--- config.mk ---
export PLATFORM = sky130hd
export DESIGN_NAME = verific_parser_off_moore_seq_tx
export DESIGN_NICKNAME = d
export VERILOG_FILES = /design/src/rtl/verific_parser_off_moore_seq_tx.sv
export SDC_FILE = /design/constraint.sdc
export NUM_CORES = 1
export LEC_CHECK = 0
export BUFFER_PORTS_ARGS = -buffer_cell sky130_fd_sc_hd__buf_2
export CAP_MARGIN = 20
export CORE_UTILIZATION = 47
export CTS_CLUSTER_SIZE = 28
export DETAILED_ROUTE_END_ITERATION = 12
export GPL_ROUTABILITY_DRIVEN = 0
export PLACE_DENSITY = 0.69
export SLEW_MARGIN = 20
export SYNTH_ARGS = -nofsm -noshare
export SYNTH_HDL_FRONTEND = slang
export SYNTH_SLANG_ARGS = --single-unit
--- constraint.sdc ---
create_clock -name clock -period 2.3 [get_ports clock]
set_input_delay 0.46 -clock clock [delete_from_list [all_inputs] [get_ports clock]]
set_output_delay 0.46 -clock clock [all_outputs]
set_load 0.01 [all_outputs]
--- src/rtl/verific_parser_off_moore_seq_tx.sv ---
// verific_parser_off_moore_seq_tx
//   Serial frame transmitter driven by a Moore FSM.
//   Each frame is a 1011 preamble, then 8 data bits MSB first, then an
//   optional even-parity bit, then GAP_LEN idle zeros.
//   All outputs are decoded from registered state, counter and shift register.
//
// Optional feature macro: SEQ_TX_PARITY_EN
//   When it is defined, the frame has one PARITY cycle after DATA.
//
// Parameters
//   GAP_LEN      number of idle-zero cycles after each frame. Values outside
//                1..15 are clamped to that range.
// Ports
//   clock        rising-edge clock
//   reset        synchronous, active-high reset
//   data_valid   data_in holds a byte to transmit
//   data_in      payload byte, captured on acceptance
//   data_ready   high in IDLE only; acceptance = data_valid & data_ready
//   sequence_out serial bit stream
//   busy         frame in progress (state != IDLE)
//   tx_done      one-cycle pulse on the final GAP cycle
module verific_parser_off_moore_seq_tx #(
  parameter int GAP_LEN = 2
) (
  input  logic       clock,
  input  logic       reset,
  input  logic       data_valid,
  input  logic [7:0] data_in,
  output logic       data_ready,
  output logic       sequence_out,
  output logic       busy,
  output logic       tx_done
);

  localparam int         GAP_EFF  = (GAP_LEN < 1) ? 1 : (GAP_LEN > 15) ? 15 : GAP_LEN;
  localparam logic [3:0] GAP_LAST = 4'(GAP_EFF - 1);
  localparam logic [3:0] PRE_PAT  = 4'b1011;

`ifdef SEQ_TX_PARITY_EN
  typedef enum logic [2:0] {
    IDLE = 3'd0, PREAMBLE = 3'd1, DATA = 3'd2, PARITY = 3'd3, GAP = 3'd4
  } state_t;
`else
  typedef enum logic [2:0] {
    IDLE = 3'd0, PREAMBLE = 3'd1, DATA = 3'd2, GAP = 3'd4
  } state_t;
`endif

  state_t     state, state_nxt;
  logic [3:0] cnt;    // cycle index within the current state
  logic [7:0] shreg;  // payload; bit 7 is the bit on the line during DATA
`ifdef SEQ_TX_PARITY_EN
  logic       par;    // even parity of the captured byte
`endif

  // State register
  always_ff @(posedge clock) begin
    if (reset) state <= IDLE;
    else       state <= state_nxt;
  end

  // Next-state logic. Illegal encodings fall to the default arm and go to IDLE.
  always_comb begin
    state_nxt = state;
    case (state)
      IDLE:     if (data_valid)      state_nxt = PREAMBLE;
      PREAMBLE: if (cnt == 4'd3)     state_nxt = DATA;
`ifdef SEQ_TX_PARITY_EN
      DATA:     if (cnt == 4'd7)     state_nxt = PARITY;
      PARITY:                        state_nxt = GAP;
`else
      DATA:     if (cnt == 4'd7)     state_nxt = GAP;
`endif
      // >= so that a corrupted counter value cannot hold the FSM in GAP
      GAP:      if (cnt >= GAP_LAST) state_nxt = IDLE;
      default:                       state_nxt = IDLE;
    endcase
  end

  // Counter and payload. The counter restarts on every state change, so each
  // state sees indices 0..N-1.
  always_ff @(posedge clock) begin
    if (reset) begin
      cnt   <= '0;
      shreg <= '0;
`ifdef SEQ_TX_PARITY_EN
      par   <= 1'b0;
`endif
    end else begin
      if (state_nxt != state || state == IDLE) cnt <= '0;
      else                                      cnt <= cnt + 4'd1;

      if (state == IDLE && data_valid) begin
        shreg <= data_in;
`ifdef SEQ_TX_PARITY_EN
        par   <= ^data_in;
`endif
      end else if (state == DATA) begin
        shreg <= {shreg[6:0], 1'b0};
      end
    end
  end

  // Output decode (Moore): depends only on state, cnt, shreg and par
  always_comb begin
    data_ready   = 1'b0;
    busy         = 1'b1;
    sequence_out = 1'b0;
    tx_done      = 1'b0;
    case (state)
      IDLE: begin
        data_ready = 1'b1;
        busy       = 1'b0;
      end
      PREAMBLE: sequence_out = PRE_PAT[2'd3 - cnt[1:0]];
      DATA:     sequence_out = shreg[7];
`ifdef SEQ_TX_PARITY_EN
      PARITY:   sequence_out = par;
`endif
      GAP:      tx_done      = (cnt == GAP_LAST);
      default:  busy         = 1'b1;
    endcase
  end

endmodule

==> impl_metrics.toml, run 1 <==
[clocking]
cts_buffer_depth = 2
cts_resized = 0
insertion_delay_ns = 0.29
clockRootBuffer = "clkbuf_4"
clock-sinks = 15
h-tree-depth = 1
tritoncts = "built"
post-cts-setup-buffer-count = 0
hold_buffers = 0
path_clk_slew_ns = 0.09
cts_buffers = 3

[setup_path]
cpMaxStageDelayCell = "dfxtp_1"
worstPathArrival_ns = 1.59
critPathMaxFanout = 11
cp_data_required_time_ns = 1.84
cpPeakStageDelay_ns = 0.67
cp_cell_sequence = "nor3b_2 > and3_1 > buf_2"
cp-start-kind = "flop"
r2r.worst_path.cells = 3
cp-end-kind = "output pin"
worst-setup-path-type = "flop to output pin"

[sta]
tightest_slew_ns = 0.532
drv_slew = 0
rsz0062_at_grt = "no"
setup_viol_count_final = 0
finalHoldViolations = 0
finalCritPeriodShare_pct = 89.3
clock_skew_ns = 0.0106
setup-tns-final_ns = 0
layout_min_cycle_time_ns = 2.05
fmax_ghz = 0.487
relSlewSlack_pct = 64.5

[power]
swShare_pct = 25.5
internal_power_uw = 368
irDropWorstVdd_v = 0.000288
power_frac_comb_pct = 13.0
p_sw_uw = 126
seqPwrFrac_pct = 57.1
p_leak_nw = 0.366
power.density_nw_per_um2 = 513
power_frac_clock_pct = 29.9

[worst_hold_path]
min_path_cells = 3
hold_class = "primary input to flop"

[global_route]
first_global_vias = 630
grt_max_degree = 14
antenna_found_initial = 0
grt_pass1_wl_microns = 2830
grt_util_all_layers_pct = 19.5
grt-ovfl-total = 0

[place]
dp_hpwl_microns = 1120
dpl.cell_count = 129
io_buffers = 14

[final_layout]
most-common-layout-cells = "16 x nand2_1, 15 x dfxtp_1, 14 x buf_2"
syn_to_final_growth_pct = 7.99
layout_commonest_cell = "nand2_1"
nNetsFinal = 124
layout.cells.non_filler = 133
n_antenna_cell = 0
drive_above_1_share_pct = 26.9

[floorplan]
dieArea_sq_um = 2080
fp-row-count = 15
die-width_microns = 45.6
core_region_area_sq_um = 1750
start_util_pct = 51.1
ios = 15
die_h_microns = 45.6

[synthesis]
synth_area_sq_um = 892
synth_fa_ha_area_share_pct = 5.61
muxShareOfSynthArea_pct = 0
avgSynthCellArea_sq_um = 9.39
yosys.area_share.simple_pct = 32.8
yosysSeqAreaShare_pct = 33.7
syn_nets = 110
synth_compound_area_share_pct = 17.8
syn_inst = 95
synth_cell_types = 35
synth_top_family_by_area = "simple AND/OR/NAND/NOR gates"
synth-seq-cells = 15
synth-xor-area-share_pct = 1.96
synth_warnings = 0

[drt]
drt.antenna.violating_nets = 0
drc = 0
num_vias = 718
drt-total-wl_microns = 1570
drt_iter0_drc = 24
dr.pass1.iters = 4
wl_per_cell_microns = 11.8
via_per_inst = 5.40

[status]
status = "finished clean"

[flow_run]
drv_cap = 0
[path summary, 6_finish.rpt]
kind | start | slack (ns) | to
hold reg to reg | shreg[3]$_SDFFE_PP0P_ | 0.47 | shreg[4]$_SDFFE_PP0P_
setup / recovery | state[2]$_SDFF_PP0_ | 0.25 | tx_done
hold / removal | data_in[0] | 0.42 | shreg[0]$_SDFFE_PP0P_
setup reg to reg | state[0]$_SDFF_PP0_ | 0.61 | cnt[0]$_SDFF_PP0_
[final cells by class]
class | instances | area [sq um]
clock buffer | 3 | 22.5
clock inverter | 1 | 5.00
fill | 168 | 782
inverter | 4 | 15.0
multi-input combinational | 71 | 519
sequential | 15 | 300
tap | 25 | 31.3
timing repair buffer | 14 | 70.1
[through the flow]
| stage | utilization (%) | hold WS [ns] | worst slack, ns | total power [mW] | area, sq um |
|---|---|---|---|---|---|
| after global placement | 53.6 | 0.450 | 0.614 | 0.350 | 936 |
| final | 55.2 | 0.423 | 0.246 | 0.494 | 963 |
| after detailed placement | 53.6 | 0.457 | 0.575 | 0.352 | 936 |
| after floorplan | - | 0.441 | 0.703 | 0.333 | 892 |
| after global routing | 55.2 | 0.411 | 0.0746 | 0.526 | 963 |
| after CTS | 55.2 | 0.414 | 0.234 | 0.501 | 963 |
[synthesized netlist by cell type, drive strengths merged]
cell	instances	area (sq um)
nand2	16	60.1
dfxtp	15	300
o21ai	8	40.0
a31oi	7	43.8
buf	4	53.8
ha	4	50.1
inv	4	15.0
nor4	4	25.0
a21oi	3	15.0
nor2	3	11.3
nor4b	3	62.6
nand3	2	10.0
nand3b	2	18.8
nor2b	2	12.5
nor3b	2	31.3
or3b	2	20.0
a2111oi	1	15.0
a211oi	1	20.0
a21boi	1	11.3
a22oi	1	7.51
and2b	1	7.51
and3	1	6.26
clkbuf	1	3.75
nand2b	1	6.26
o22ai	1	6.26
or2	1	6.26
or2b	1	7.51
or3	1	7.51
xnor2	1	8.76
xor2	1	8.76
[logic make-up after synthesis]
family,after synthesis
xor gates and xnor gates,2
adders and majority gates,4
and+or+nand+nor,42
buffers and inverters,9
DFF,15
AOI/OAI and AO/OA,23
[state kept, by name, summed over array words and instances (netlist names)]
signal	cells
shreg	8
cnt	4
state	3
[routing by layer]
layer  vias to the layer above  track usage (%)  share of wire, %
met1                       324             26.9                47
met3                         4             5.95               7.4
met4                         0             9.09               1.8
met2                        28             27.4                44
li1                        362                -                 -
met5                         -                0                 0
[power groups by stage]
stage          sequential [mW]  combinational (mW)  clock, mW
2_1_floorplan            0.282              0.0510          0
3_3_place_gp             0.287              0.0629          0
3_5_place_dp             0.288              0.0639          0
4_1_cts                  0.282              0.0642      0.155
5_1_grt                  0.284              0.0732      0.169
6_report                 0.282              0.0641      0.148
[worst max-delay path, delay by kind of cell, from the launching register on]
kind | cells | cell delay, ns
DFF | 1 | 0.67
and+or+nand+nor | 2 | 0.52
buffers and inverters | 1 | 0.12
Note: power is estimated with default switching activity, not from simulation.
==> inputs of run 2 (changes only) <==
Settings changed: CORE_UTILIZATION 47 to 45, PLACE_DENSITY 0.69 to 0.66.
==> impl_metrics.toml, run 2 (same netlist as run 1, synthesis figures left out) <==
[clocking]
path_clk_slew_ns = 0.09
cts_buffer_depth = 2
cts_buffers = 3
clockRootBuffer = "clkbuf_4"
h-tree-depth = 1
insertion_delay_ns = 0.28
cts_resized = 0
clock-sinks = 15
tritoncts = "built"
post-cts-setup-buffer-count = 0
hold_buffers = 0

[final_layout]
final_cell_area_sq_um = 962
drive_above_1_share_pct = 25.9
largest_register_ffs = 8
largest_register = "shreg"
n_antenna_cell = 0
most-common-layout-cells = "16 x nand2_1, 15 x dfxtp_1, 14 x buf_2"
syn_to_final_growth_pct = 7.85
nNetsFinal = 124
layout_commonest_cell = "nand2_1"
reg_top3 = "shreg x8, cnt x4, state x3"

[drt]
via_per_inst = 5.37
drt.antenna.violating_nets = 0
drc = 0
drt_iter0_drc = 23
dr.pass1.iters = 4
wl_per_cell_microns = 12.0
met1_length_microns = 826
num_vias = 714
drt-total-wl_microns = 1600
top_layer_used = "met4"
dr_wl_met2_microns = 688
routed-wl-met3_microns = 70

[sta]
drv_slew = 0
setup_viol_count_final = 0
clock_skew_ns = 0.00692
finalHoldViolations = 0
finalCritPeriodShare_pct = 88.6
setup-tns-final_ns = 0
relSlewSlack_pct = 62.6
layout_min_cycle_time_ns = 2.04
fmax_ghz = 0.491
tightest_slew_ns = 0.560
rsz0062_at_grt = "no"

[setup_path]
cp-end-kind = "output pin"
worstPathArrival_ns = 1.58
critPathLaunch = "state[2]$_SDFF_PP0_"
critPathMaxFanout = 11
cp_data_required_time_ns = 1.84
cp-start-kind = "flop"
r2r_start = "state[0]$_SDFF_PP0_"
worst-setup-path-type = "flop to output pin"

[floorplan]
die_h_microns = 46.5
die-width_microns = 46.5
ios = 15
core_region_area_sq_um = 1780
dieArea_sq_um = 2160
start_util_pct = 50.0
fp-row-count = 15

[global_route]
grt_max_degree = 14
first_global_vias = 569
grt_pass1_wl_microns = 2500
grt_util_all_layers_pct = 16.7
antenna_found_initial = 0
grt-ovfl-total = 0

[flow_run]
drv_cap = 0

[power]
p_leak_nw = 0.363
irDropWorstVdd_v = 0.000417
power.density_nw_per_um2 = 516
finalPower_uw = 497

[worst_hold_path]
hold_class = "primary input to flop"
hold_start = "data_in[0]"

[place]
io_buffers = 14
post_dp_cell_area_sq_um = 936
dp_hpwl_microns = 1180

[status]
status = "finished clean"
-- run 2: changes by cell type in the layout (fill, tap and decap cells not counted), sizes merged --
cell    delta
clkinv     -1
clkbuf     +1
-- run 2: routing by layer --
layer	track usage, %	vias up
met5	0	-
met4	6.47	0
met3	4.71	4
met2	23.9	17
met1	23.2	327
li1	-	366
-- run 2: area by class of cell --
cell class | count | area (sq um)
Clock buffer | 4 | 26.3
Sequential cell | 15 | 300
Fill cell | 172 | 821
Multi-Input combinational cell | 71 | 519
Inverter | 4 | 15.0
Tap cell | 25 | 31.3
Timing Repair Buffer | 14 | 70.1
-- run 2: power breakdown --
group          leakage, nW  internal, mW  switching [mW]  total, mW
Combinational        0.226        0.0328          0.0315     0.0644
Sequential           0.123         0.270          0.0114      0.282
Clock               0.0150        0.0672          0.0833      0.151
-- run 2: path summary, 6_finish.rpt --
check                               end  slack (ns)  cells past startpoint
setup / recovery                tx_done        0.26                      3
hold / removal    shreg[0]$_SDFFE_PP0P_        0.41                      3
setup reg to reg      cnt[2]$_SDFF_PP0_        0.61                      3
hold reg to reg   shreg[7]$_SDFFE_PP0P_        0.47                      2
-- run 2: through the flow --
| step | cells | setup WS [ns] | hold WS (ns) | util, % |
|---|---|---|---|---|
| after floorplan | 95 | 0.703 | 0.441 | - |
| after global placement | 129 | 0.618 | 0.448 | 52.5 |
| after detailed placement | 129 | 0.569 | 0.458 | 52.5 |
| after CTS | 133 | 0.264 | 0.410 | 54.0 |
| after global routing | 133 | 0.133 | 0.415 | 54.0 |
| final | 133 | 0.262 | 0.414 | 54.0 |
-- run 2: worst max-delay path: stages (launching register included) --
cell     delay [ns]
dfxtp_1        0.66
nor3b_2        0.34
and3_1         0.18
buf_2          0.12
